==> config.mk <==
export PLATFORM = sky130hd
export DESIGN_NAME = mem_wb_ctrl
export DESIGN_NICKNAME = d
export VERILOG_FILES = /design/src/rtl/mem_wb_ctrl.sv
export SDC_FILE = /design/constraint.sdc
export NUM_CORES = 1
export LEC_CHECK = 0
export CORE_UTILIZATION = 30
export CTS_CLUSTER_DIAMETER = 120
export DETAILED_ROUTE_END_ITERATION = 16
export PLACE_DENSITY = 0.58
export REMOVE_ABC_BUFFERS = 1
export SYNTH_ARGS = -nofsm -noshare
export SYNTH_HDL_FRONTEND = slang
export SYNTH_SLANG_ARGS = --single-unit
==> constraint.sdc <==
create_clock -name clk -period 2.6 [get_ports clk]
set_clock_uncertainty 0.15 [all_clocks]
set_input_delay 0.52 -clock clk [delete_from_list [all_inputs] [get_ports clk]]
set_output_delay 0.52 -clock clk [all_outputs]
set_load 0.02 [all_outputs]
==> src/rtl/mem_wb_ctrl.sv <==
// MEM-stage request sequencer and MEM/WB register: holds each memory request
// until SRAM_ready, freezes upstream meanwhile, and flags stuck accesses.
module mem_wb_ctrl #(
  parameter int TIMEOUT_CYCLES = 64,
  parameter int DEST_W         = 4
) (
  input  logic              clk,
  input  logic              reset,
  input  logic              exe_valid,
  input  logic              exe_mem_r,
  input  logic              exe_mem_w,
  input  logic              exe_wb_en,
  input  logic [DEST_W-1:0] exe_dest,
  input  logic [31:0]       exe_alu_res,
  input  logic [31:0]       exe_st_val,
  output logic              MEMread,
  output logic              MEMwrite,
  output logic [31:0]       address,
  output logic [31:0]       data,
  input  logic [31:0]       MEM_result,
  input  logic              SRAM_ready,
  output logic              freeze,
  output logic              wb_valid,
  output logic              wb_en,
  output logic              wb_mem_r,
  output logic [DEST_W-1:0] wb_dest,
  output logic [31:0]       wb_alu_res,
  output logic [31:0]       wb_mem_res,
  output logic              mem_timeout
);

  localparam int CNT_W = $clog2(TIMEOUT_CYCLES + 1);
  localparam logic [CNT_W-1:0] CNT_LIMIT = CNT_W'(TIMEOUT_CYCLES);

  localparam logic [1:0] S_IDLE   = 2'd0;
  localparam logic [1:0] S_ACCESS = 2'd1;
  localparam logic [1:0] S_ERROR  = 2'd2;

  logic [1:0]        state_q, state_d;
  logic [CNT_W-1:0]  cnt_q, cnt_d;
  logic              mem_read_q, mem_read_d;
  logic              mem_write_q, mem_write_d;
  logic [31:0]       addr_q, addr_d;
  logic [31:0]       data_q, data_d;
  logic              hold_wb_en_q, hold_wb_en_d;
  logic [DEST_W-1:0] hold_dest_q, hold_dest_d;
  logic              wb_valid_q, wb_valid_d;
  logic              wb_en_q, wb_en_d;
  logic              wb_mem_r_q, wb_mem_r_d;
  logic [DEST_W-1:0] wb_dest_q, wb_dest_d;
  logic [31:0]       wb_alu_res_q, wb_alu_res_d;
  logic [31:0]       wb_mem_res_q, wb_mem_res_d;
  logic              timeout_q, timeout_d;

  assign freeze = (state_q != S_IDLE);

  always_comb begin
    state_d      = state_q;
    cnt_d        = cnt_q;
    mem_read_d   = mem_read_q;
    mem_write_d  = mem_write_q;
    addr_d       = addr_q;
    data_d       = data_q;
    hold_wb_en_d = hold_wb_en_q;
    hold_dest_d  = hold_dest_q;
    wb_valid_d   = 1'b0;
    wb_en_d      = wb_en_q;
    wb_mem_r_d   = wb_mem_r_q;
    wb_dest_d    = wb_dest_q;
    wb_alu_res_d = wb_alu_res_q;
    wb_mem_res_d = wb_mem_res_q;
    timeout_d    = timeout_q;

    case (state_q)
      S_IDLE: begin
        if (exe_valid) begin
          if (exe_mem_r || exe_mem_w) begin
            // A request flagged as both load and store is served as a load.
            mem_read_d   = exe_mem_r;
            mem_write_d  = exe_mem_w & ~exe_mem_r;
            addr_d       = exe_alu_res;
            data_d       = exe_st_val;
            hold_wb_en_d = exe_wb_en;
            hold_dest_d  = exe_dest;
            cnt_d        = '0;
            state_d      = S_ACCESS;
          end else begin
            wb_valid_d   = 1'b1;
            wb_en_d      = exe_wb_en;
            wb_mem_r_d   = 1'b0;
            wb_dest_d    = exe_dest;
            wb_alu_res_d = exe_alu_res;
          end
        end
      end
      S_ACCESS: begin
        if (SRAM_ready) begin
          wb_valid_d   = 1'b1;
          wb_en_d      = hold_wb_en_q & ~mem_write_q;
          wb_mem_r_d   = mem_read_q;
          wb_dest_d    = hold_dest_q;
          wb_alu_res_d = addr_q;
          if (mem_read_q) wb_mem_res_d = MEM_result;
          mem_read_d   = 1'b0;
          mem_write_d  = 1'b0;
          state_d      = S_IDLE;
        end else if (cnt_q == CNT_LIMIT) begin
          mem_read_d  = 1'b0;
          mem_write_d = 1'b0;
          timeout_d   = 1'b1;
          state_d     = S_ERROR;
        end else begin
          cnt_d = cnt_q + CNT_W'(1);
        end
      end
      S_ERROR: begin
        timeout_d = 1'b1;
      end
      default: begin
        state_d = S_IDLE;
      end
    endcase
  end

  always_ff @(posedge clk or negedge reset) begin
    if (!reset) begin
      state_q      <= S_IDLE;
      cnt_q        <= '0;
      mem_read_q   <= 1'b0;
      mem_write_q  <= 1'b0;
      addr_q       <= '0;
      data_q       <= '0;
      hold_wb_en_q <= 1'b0;
      hold_dest_q  <= '0;
      wb_valid_q   <= 1'b0;
      wb_en_q      <= 1'b0;
      wb_mem_r_q   <= 1'b0;
      wb_dest_q    <= '0;
      wb_alu_res_q <= '0;
      wb_mem_res_q <= '0;
      timeout_q    <= 1'b0;
    end else begin
      state_q      <= state_d;
      cnt_q        <= cnt_d;
      mem_read_q   <= mem_read_d;
      mem_write_q  <= mem_write_d;
      addr_q       <= addr_d;
      data_q       <= data_d;
      hold_wb_en_q <= hold_wb_en_d;
      hold_dest_q  <= hold_dest_d;
      wb_valid_q   <= wb_valid_d;
      wb_en_q      <= wb_en_d;
      wb_mem_r_q   <= wb_mem_r_d;
      wb_dest_q    <= wb_dest_d;
      wb_alu_res_q <= wb_alu_res_d;
      wb_mem_res_q <= wb_mem_res_d;
      timeout_q    <= timeout_d;
    end
  end

  assign MEMread     = mem_read_q;
  assign MEMwrite    = mem_write_q;
  assign address     = addr_q;
  assign data        = data_q;
  assign wb_valid    = wb_valid_q;
  assign wb_en       = wb_en_q;
  assign wb_mem_r    = wb_mem_r_q;
  assign wb_dest     = wb_dest_q;
  assign wb_alu_res  = wb_alu_res_q;
  assign wb_mem_res  = wb_mem_res_q;
  assign mem_timeout = timeout_q;

endmodule
==> results.tsv, run 1 <==
metric	value	unit
status	completed	
synth_warnings	0	
hold_class	register to register	
relSlewSlack	0.6246	
synth_edf_count	0	
dieArea	0.02196	mm2
viasPerCell	4.588	
worst-path-stages	2	
yosys_register_bits	152	
portBuffers	245	
ctsResizeCount	0	
crit_path_end	freeze	
critPathSlowestCell	dfrtp_1	
tightest_slew	0.5631	ns
critPathKind	register to output port	
cts.clk_slew.worst_paths	0.06	ns
synth_top_area_frac	0.5933	
die_height	148.2	um
firstDrtPassIters	4	
maxSlewViolCount	0	
num_rows	53	
clock-sinks	152	
grt_pass1_vias	4789	
wl_per_cell	16.63	um
async_flop_share	1.000	
grt_max_degree	58	
start_util	0.3059	
ios	246	
coreArea	0.02096	mm2
setup_viol	0	
crit_required	1.93	ns
synth.largest_area_cell	dfrtp_1	
overflow	0	
drt_wl_total	16060	um
ff_latch_area	0.003804	mm2
cts.htree.levels	4	
endpoint_kind	output port	
final.period_utilization	0.9619	
drc	0	
numCtsBuffers	17	
dp_slack	-0.07387	ns
r2r_start	state_q[0]	
cts_buffer_depth	2	
synthCells	419	
hold_violations	0	
hpwl	11500	um
finalNetCount	787	
crit_chain	or2_2 > clkdlybuf4s50_1	
area_growth	54.31	%
ys_types	39	
syn_area_per_cell	15.30	um2
worst_slack	0.09907	ns
ir_drop	0.5207	mV
final.setup.tns	0	ns
p_per_area	1313	mW/mm2
r2r_cells	4	
multi_input_area	0.002456	mm2
power_leakage	4.008	nW
synth_ff_type	dfrtp_1	
arrival	1.83	ns
cp_num_buf_inv	1	
place_inst	933	
antenna_left	0	
maxCapViolCount	0	
root_buffer	clkbuf_16	
drt_iter0_markers	161	
vias	4432	
fp.dieW	148.2	um
syn-cell-area	0.006411	mm2
worstPathMaxFanout	12	
startpoint_type	register	
startpoint	state_q[1]	
r2r_end	wb_dest[0]	
diodes	0	
yosysSeqAreaShare	0.5933	
fill_cells	1898	
min_period	2.501	ns
antenna_found_initial	0	
cp_top_family	flip-flops	
cpPeakStageDelay	0.53	ns
max_freq	399.9	MHz
rsz0062_at_grt	no	
synth_area_leaders	dfrtp_1, mux2_2, mux2_4	
grtUsageTotal	0.1520	
r2r_setup_slack	0.45	ns
grt_pass1_wl	25940	um
place.gp.congestion	0.7370	
layout-drive-gt1-share	0.3314	
finalNonFillerCells	966	
clock_latency	0.41	ns
cts_tree	yes	
==> per-layer routing <==
| metal | up-vias | routed length, um | global-route usage | share of wire |
|---|---|---|---|---|
| li1 | 2039 | - | - | - |
| met1 | 2265 | 6293 | 0.1742 | 0.39 |
| met2 | 117 | 8562 | 0.2646 | 0.53 |
| met3 | 11 | 963 | 0.05092 | 0.060 |
| met4 | 0 | 240 | 0.05155 | 0.015 |
| met5 | - | 0 | 0 | 0 |
==> Yosys cell counts (3+ instances only) <==
cell,count
buf_2,10
buf_4,4
clkbuf_1,3
dfrtp_1,152
inv_1,8
mux2_2,165
mux2_4,10
nand2_1,7
nand3_1,6
nor2b_1,3
o211ai_1,11
o21ai_0,3
==> state kept, by name, summed over array words and instances (netlist names) <==
register,cells
address,32
data,32
wb_alu_res,32
wb_mem_res,32
cnt_q,7
hold_dest_q,4
wb_dest,4
state_q,2
MEMread,1
MEMwrite,1
hold_wb_en_q,1
mem_timeout,1
wb_en,1
wb_mem_r,1
wb_valid,1
==> placed cells by master (no fill, tap or decap), types with 2 or more instances in the layout <==
cell / n
buf_4: 9
inv_1: 8
nand4_1: 2
clkinvlp_4: 6
o211ai_1: 11
and3b_1: 2
o21ai_0: 3
buf_12: 7
clkdlybuf4s50_1: 244
bufinv_16: 2
a21boi_0: 2
nor2_1: 2
clkbuf_16: 17
mux2_4: 10
nand2_1: 7
mux2_2: 165
o311ai_0: 2
ha_1: 2
dfrtp_1: 152
nor2b_1: 2
inv_6: 4
nand3_1: 6
or3_1: 2
or4_1: 2
==> cells by family after synthesis <==
family,Yosys count,share of synthesized area
buffers and inverters,30,0.02674
AND/OR/NAND/NOR,36,0.03533
multiplexers,175,0.3132
AO/OA/AOI/OAI,24,0.02752
flip-flops,152,0.5933
adder cells (fa/ha/maj),2,0.003903
==> how the worst min path moves through the flow <==
stage,start,to,slack [ns],cells after the start
floorplan,reset,MEMread,0.07,0
CTS,hold_wb_en_q,hold_wb_en_q,0.35,1
finish,hold_wb_en_q,hold_wb_en_q,0.35,1
detailed placement,hold_wb_en_q,hold_wb_en_q,0.34,1
global route,wb_mem_res[8],wb_mem_res[8],0.36,1
global placement,hold_dest_q[3],hold_dest_q[3],0.33,1
==> power breakdown <==
| group | switching, W | total [W] | leakage, nW | internal (W) |
|---|---|---|---|---|
| clock | 0.000997 | 0.00245 | 0.269 | 0.00145 |
| sequential | 0.000723 | 0.00428 | 1.81 | 0.00355 |
| combinational | 0.00282 | 0.00627 | 1.93 | 0.00345 |
==> layout make-up <==
type | count | area share
Clock buffer | 19 | 0.04477
Clock inverter | 13 | 0.01467
Inverter | 8 | 0.003035
Multi-Input combinational cell | 237 | 0.2483
Sequential cell | 152 | 0.3845
Tap cell | 275 | 0.03478
Timing Repair Buffer | 262 | 0.2700
==> per-stage QoR <==
step / cell area [um2] / hold slack, ns / total power [W] / utilization
3_3_place_gp: 9295 / 0.3334 / 0.01053 / 0.4436
6_report: 9893 / 0.3500 / 0.01299 / 0.4721
3_5_place_dp: 9295 / 0.3392 / 0.01065 / 0.4436
4_1_cts: 9893 / 0.3533 / 0.01318 / 0.4721
2_1_floorplan: 6270 / 0.07441 / 0.007484 / -
5_1_grt: 9893 / 0.3642 / 0.01372 / 0.4721
==> timing repair <==
action / 4_1_cts / 5_1_grt
setup endpoints to repair: 0 / 0
hold buffers: 1 / 0
buffers inserted: 0 / 0
endpoints found under the hold margin: 53 / 0
==> worst register-to-register path, cell delays in order, from the launching register on <==
cell     delay, ns
dfrtp_1       0.47
or4b_4        0.58
a21oi_4       0.23
buf_12        0.22
mux2_2        0.38
(Power assumes the default switching activity.)
==> run 2: changes to the inputs <==
CTS_CLUSTER_DIAMETER = 80   (was 120)
GPL_TIMING_DRIVEN = 0   (was not set)
==> results.tsv, run 2 (same netlist as run 1, synthesis figures left out) <==
metric	value	unit
drc	0	
min_period	2.458	ns
place.gp.congestion	0.7519	
fp.dieW	148.2	um
die_height	148.2	um
critPathSlowestCell	clkdlybuf4s50_1	
max_freq	406.8	MHz
cts_tree	yes	
wl_per_cell	17.06	um
fill_cells	1906	
dp_slack	-0.5898	ns
hold_violations	0	
dieArea	0.02196	mm2
final_common_cell	clkdlybuf4s50_1	
cts_buffer_depth	2	
viasPerCell	4.588	
drt_iter0_markers	129	
cp_num_buf_inv	1	
multi_input_area	0.002477	mm2
coreArea	0.02096	mm2
diodes	0	
cpPeakStageDelay	0.53	ns
startpoint_type	register	
portBuffers	245	
cp_top_family	buffers and inverters	
critPathKind	register to output port	
ff_latch_area	0.003805	mm2
cts.clk_slew.worst_paths	0.06	ns
hpwl	11400	um
endpoint_kind	output port	
finalNetCount	778	
final_util	0.4675	
relSlewSlack	0.5097	
drt_wl_total	16260	um
antenna_left	0	
p_per_area	1315	mW/mm2
firstDrtPassIters	4	
root_buffer	clkbuf_16	
maxCapViolCount	0	
grt_pass1_vias	4755	
antenna_found_initial	0	
setup_viol	0	
clock_latency	0.41	ns
maxSlewViolCount	0	
hold_class	register to register	
area_growth	52.81	%
start_util	0.3059	
num_rows	53	
worst_slack	0.1416	ns
crit_required	1.93	ns
final_cell_mix	clkdlybuf4s50_1, mux2_2, dfrtp_1	
final.period_utilization	0.9455	
status	completed	
grt_max_degree	101	
overflow	0	
final.setup.tns	0	ns
worstPathMaxFanout	13	
numCtsBuffers	17	
ir_drop	0.6558	mV
tightest_slew	0.7338	ns
ios	246	
power_leakage	3.954	nW
dpl_cell_area	0.009200	mm2
layout-drive-gt1-share	0.3201	
crit_chain	or2_2 > clkdlybuf4s50_1	
vias	4372	
fin_area	0.009797	mm2
grtUsageTotal	0.1537	
total_power	0.01288	W
clock-sinks	152	
grt_pass1_wl	25920	um
cts.htree.levels	4	
arrival	1.79	ns
rsz0062_at_grt	no	
run 2: repair_timing:
| action | 4_1_cts | 5_1_grt |
|---|---|---|
| pin swaps | 1 | 0 |
| gates resized for setup | 1 | 1 |
| cloned | 1 | 0 |
| buffers inserted | 1 | 0 |
| setup endpoints to repair | 54 | 11 |
| endpoints found under the hold margin | 52 | 0 |
| hold buffers | 1 | 0 |
run 2: worst paths after layout:
| path | endpoint | slack (ns) | start | depth (start not counted) |
|---|---|---|---|---|
| min | mem_timeout | 0.35 | mem_timeout | 1 |
| max in group asynchronous | state_q[1] | 0.89 | reset | 3 |
| min reg2reg | mem_timeout | 0.35 | mem_timeout | 1 |
| max | freeze | 0.14 | state_q[1] | 2 |
| max reg2reg | wb_mem_res[21] | 0.18 | state_q[0] | 4 |
| min in group asynchronous | data[12] | 0.49 | reset | 2 |
run 2: final cells by class:
type	instances	area share
Inverter	8	0.003065
Clock inverter	8	0.01047
Multi-Input combinational cell	238	0.2529
Timing Repair Buffer	252	0.2645
Tap cell	275	0.03512
Clock buffer	20	0.04559
Sequential cell	152	0.3884
run 2: where the power goes:
group | internal [W] | leakage (nW) | total, W | switching, W
registers | 0.00355 | 1.81 | 0.00428 | 0.000724
clock network | 0.00142 | 0.264 | 0.00234 | 0.000928
logic | 0.00342 | 1.88 | 0.00626 | 0.00284
run 2: metal layers:
| layer | global-route usage | share of wire | up-vias |
|---|---|---|---|
| li1 | - | - | 2016 |
| met1 | 0.1705 | 0.39 | 2219 |
| met4 | 0.05722 | 0.018 | 0 |
| met2 | 0.2704 | 0.53 | 125 |
| met3 | 0.05307 | 0.062 | 12 |
| met5 | 0 | 0 | - |
run 2: through the flow:
step                std cells  hold slack [ns]
finish                    953           0.3530
global route              953           0.3662
CTS                       953           0.3511
detailed placement        922           0.3375
global placement          917           0.3249
floorplan                 397          0.07441
==> run 3: changes to the inputs <==
SKIP_CTS_REPAIR_TIMING = 1   (was not set)
==> results.tsv, run 3 (same netlist as run 1, synthesis figures left out) <==
metric	value	unit
grt_pass1_wl	25590	um
fp.dieW	148.2	um
final_cell_mix	clkdlybuf4s50_1, mux2_2, dfrtp_1	
setup_viol	0	
cts.htree.levels	4	
cts.clk_slew.worst_paths	0.06	ns
cts_tree	yes	
worst_slack	0.1408	ns
num_rows	53	
ff_latch_area	0.003805	mm2
cts_buffer_depth	2	
final_common_cell	clkdlybuf4s50_1	
ir_drop	0.6557	mV
place.gp.congestion	0.7519	
grt_pass1_vias	4711	
grtUsageTotal	0.1513	
tightest_slew	0.7995	ns
maxCapViolCount	0	
hold_violations	0	
ios	246	
pwr-share-clk	0.182	
dpl_cell_area	0.009200	mm2
clock_latency	0.41	ns
hold_class	register to register	
antenna_found_initial	0	
hpwl	11400	um
whs	0.3533	ns
die_height	148.2	um
intPower	0.008401	W
critPathSlowestCell	clkdlybuf4s50_1	
p_comb_frac	0.487	
finalNetCount	782	
grt_max_degree	101	
min_period	2.459	ns
layout-drive-gt1-share	0.3240	
status	completed	
dp_slack	-0.5898	ns
fill_cells	1911	
final.setup.tns	0	ns
antenna_left	0	
fin_area	0.009814	mm2
drt_wl_total	16280	um
switching_share	0.3484	
vias	4398	
dieArea	0.02196	mm2
numCtsBuffers	17	
power_leakage	3.971	nW
p_switching	0.004493	W
overflow	0	
startpoint_type	register	
crit_required	1.93	ns
area_growth	53.08	%
worstPathMaxFanout	13	
critPathKind	register to output port	
cp_num_buf_inv	1	
maxSlewViolCount	0	
wl_per_cell	17.01	um
p_per_area	1314	mW/mm2
endpoint_kind	output port	
drc	0	
diodes	0	
seqPwrFrac	0.332	
max_freq	406.6	MHz
cp_top_family	buffers and inverters	
crit_chain	or2_2 > clkdlybuf4s50_1	
start_util	0.3059	
coreArea	0.02096	mm2
rsz0062_at_grt	no	
final.period_utilization	0.9458	
firstDrtPassIters	4	
arrival	1.79	ns
multi_input_area	0.002477	mm2
viasPerCell	4.596	
root_buffer	clkbuf_16	
cpPeakStageDelay	0.53	ns
clock-sinks	152	
drt_iter0_markers	162	
relSlewSlack	0.4646	
portBuffers	245	
run 3: cell types whose count changed in the layout (fill, tap and decap cells not counted):
cell and change:
buf_12 -1, buf_4 +5
run 3: area by class of cell:
type | count | share of cell area
Tap cell | 275 | 0.03506
Sequential cell | 152 | 0.3877
Multi-Input combinational cell | 238 | 0.2524
Timing Repair Buffer | 256 | 0.2658
Inverter | 8 | 0.003060
Clock buffer | 20 | 0.04551
Clock inverter | 8 | 0.01045
run 3: path summary, 6_finish.rpt:
check                                     from             end  slack, ns  cells after the start
worst max-delay path                state_q[1]          freeze       0.14                      2
max in group asynchronous                reset      state_q[1]       0.90                      3
worst max register to register      state_q[0]  wb_mem_res[21]       0.21                      4
worst min register to register  hold_dest_q[1]  hold_dest_q[1]       0.35                      1
min in group asynchronous                reset        data[12]       0.48                      2
worst min-delay path            hold_dest_q[1]  hold_dest_q[1]       0.35                      1
run 3: power by group through the flow:
| stage | combinational (W) | sequential, W | clock [W] |
|---|---|---|---|
| floorplan | 0.00192 | 0.00557 | 0 |
| global placement | 0.00612 | 0.00421 | 0 |
| detailed placement | 0.00629 | 0.00430 | 0 |
| CTS | 0.00632 | 0.00428 | 0.00242 |
| global route | 0.00662 | 0.00447 | 0.00252 |
| finish | 0.00627 | 0.00428 | 0.00234 |
run 3: metrics by stage:
stage | cells | total power, W | utilization
2_1_floorplan | 397 | 0.007484 | -
3_3_place_gp | 917 | 0.01034 | 0.4326
3_5_place_dp | 922 | 0.01059 | 0.4390
4_1_cts | 950 | 0.01301 | 0.4653
5_1_grt | 957 | 0.01361 | 0.4684
6_report | 957 | 0.01289 | 0.4684
run 3: routing by layer:
layer | track usage | routed length [um] | up-vias
met3 | 0.05276 | 1078 | 13
met2 | 0.2620 | 8661 | 128
met1 | 0.1727 | 6269 | 2233
met5 | 0 | 0 | -
met4 | 0.05258 | 265 | 0
li1 | - | - | 2024
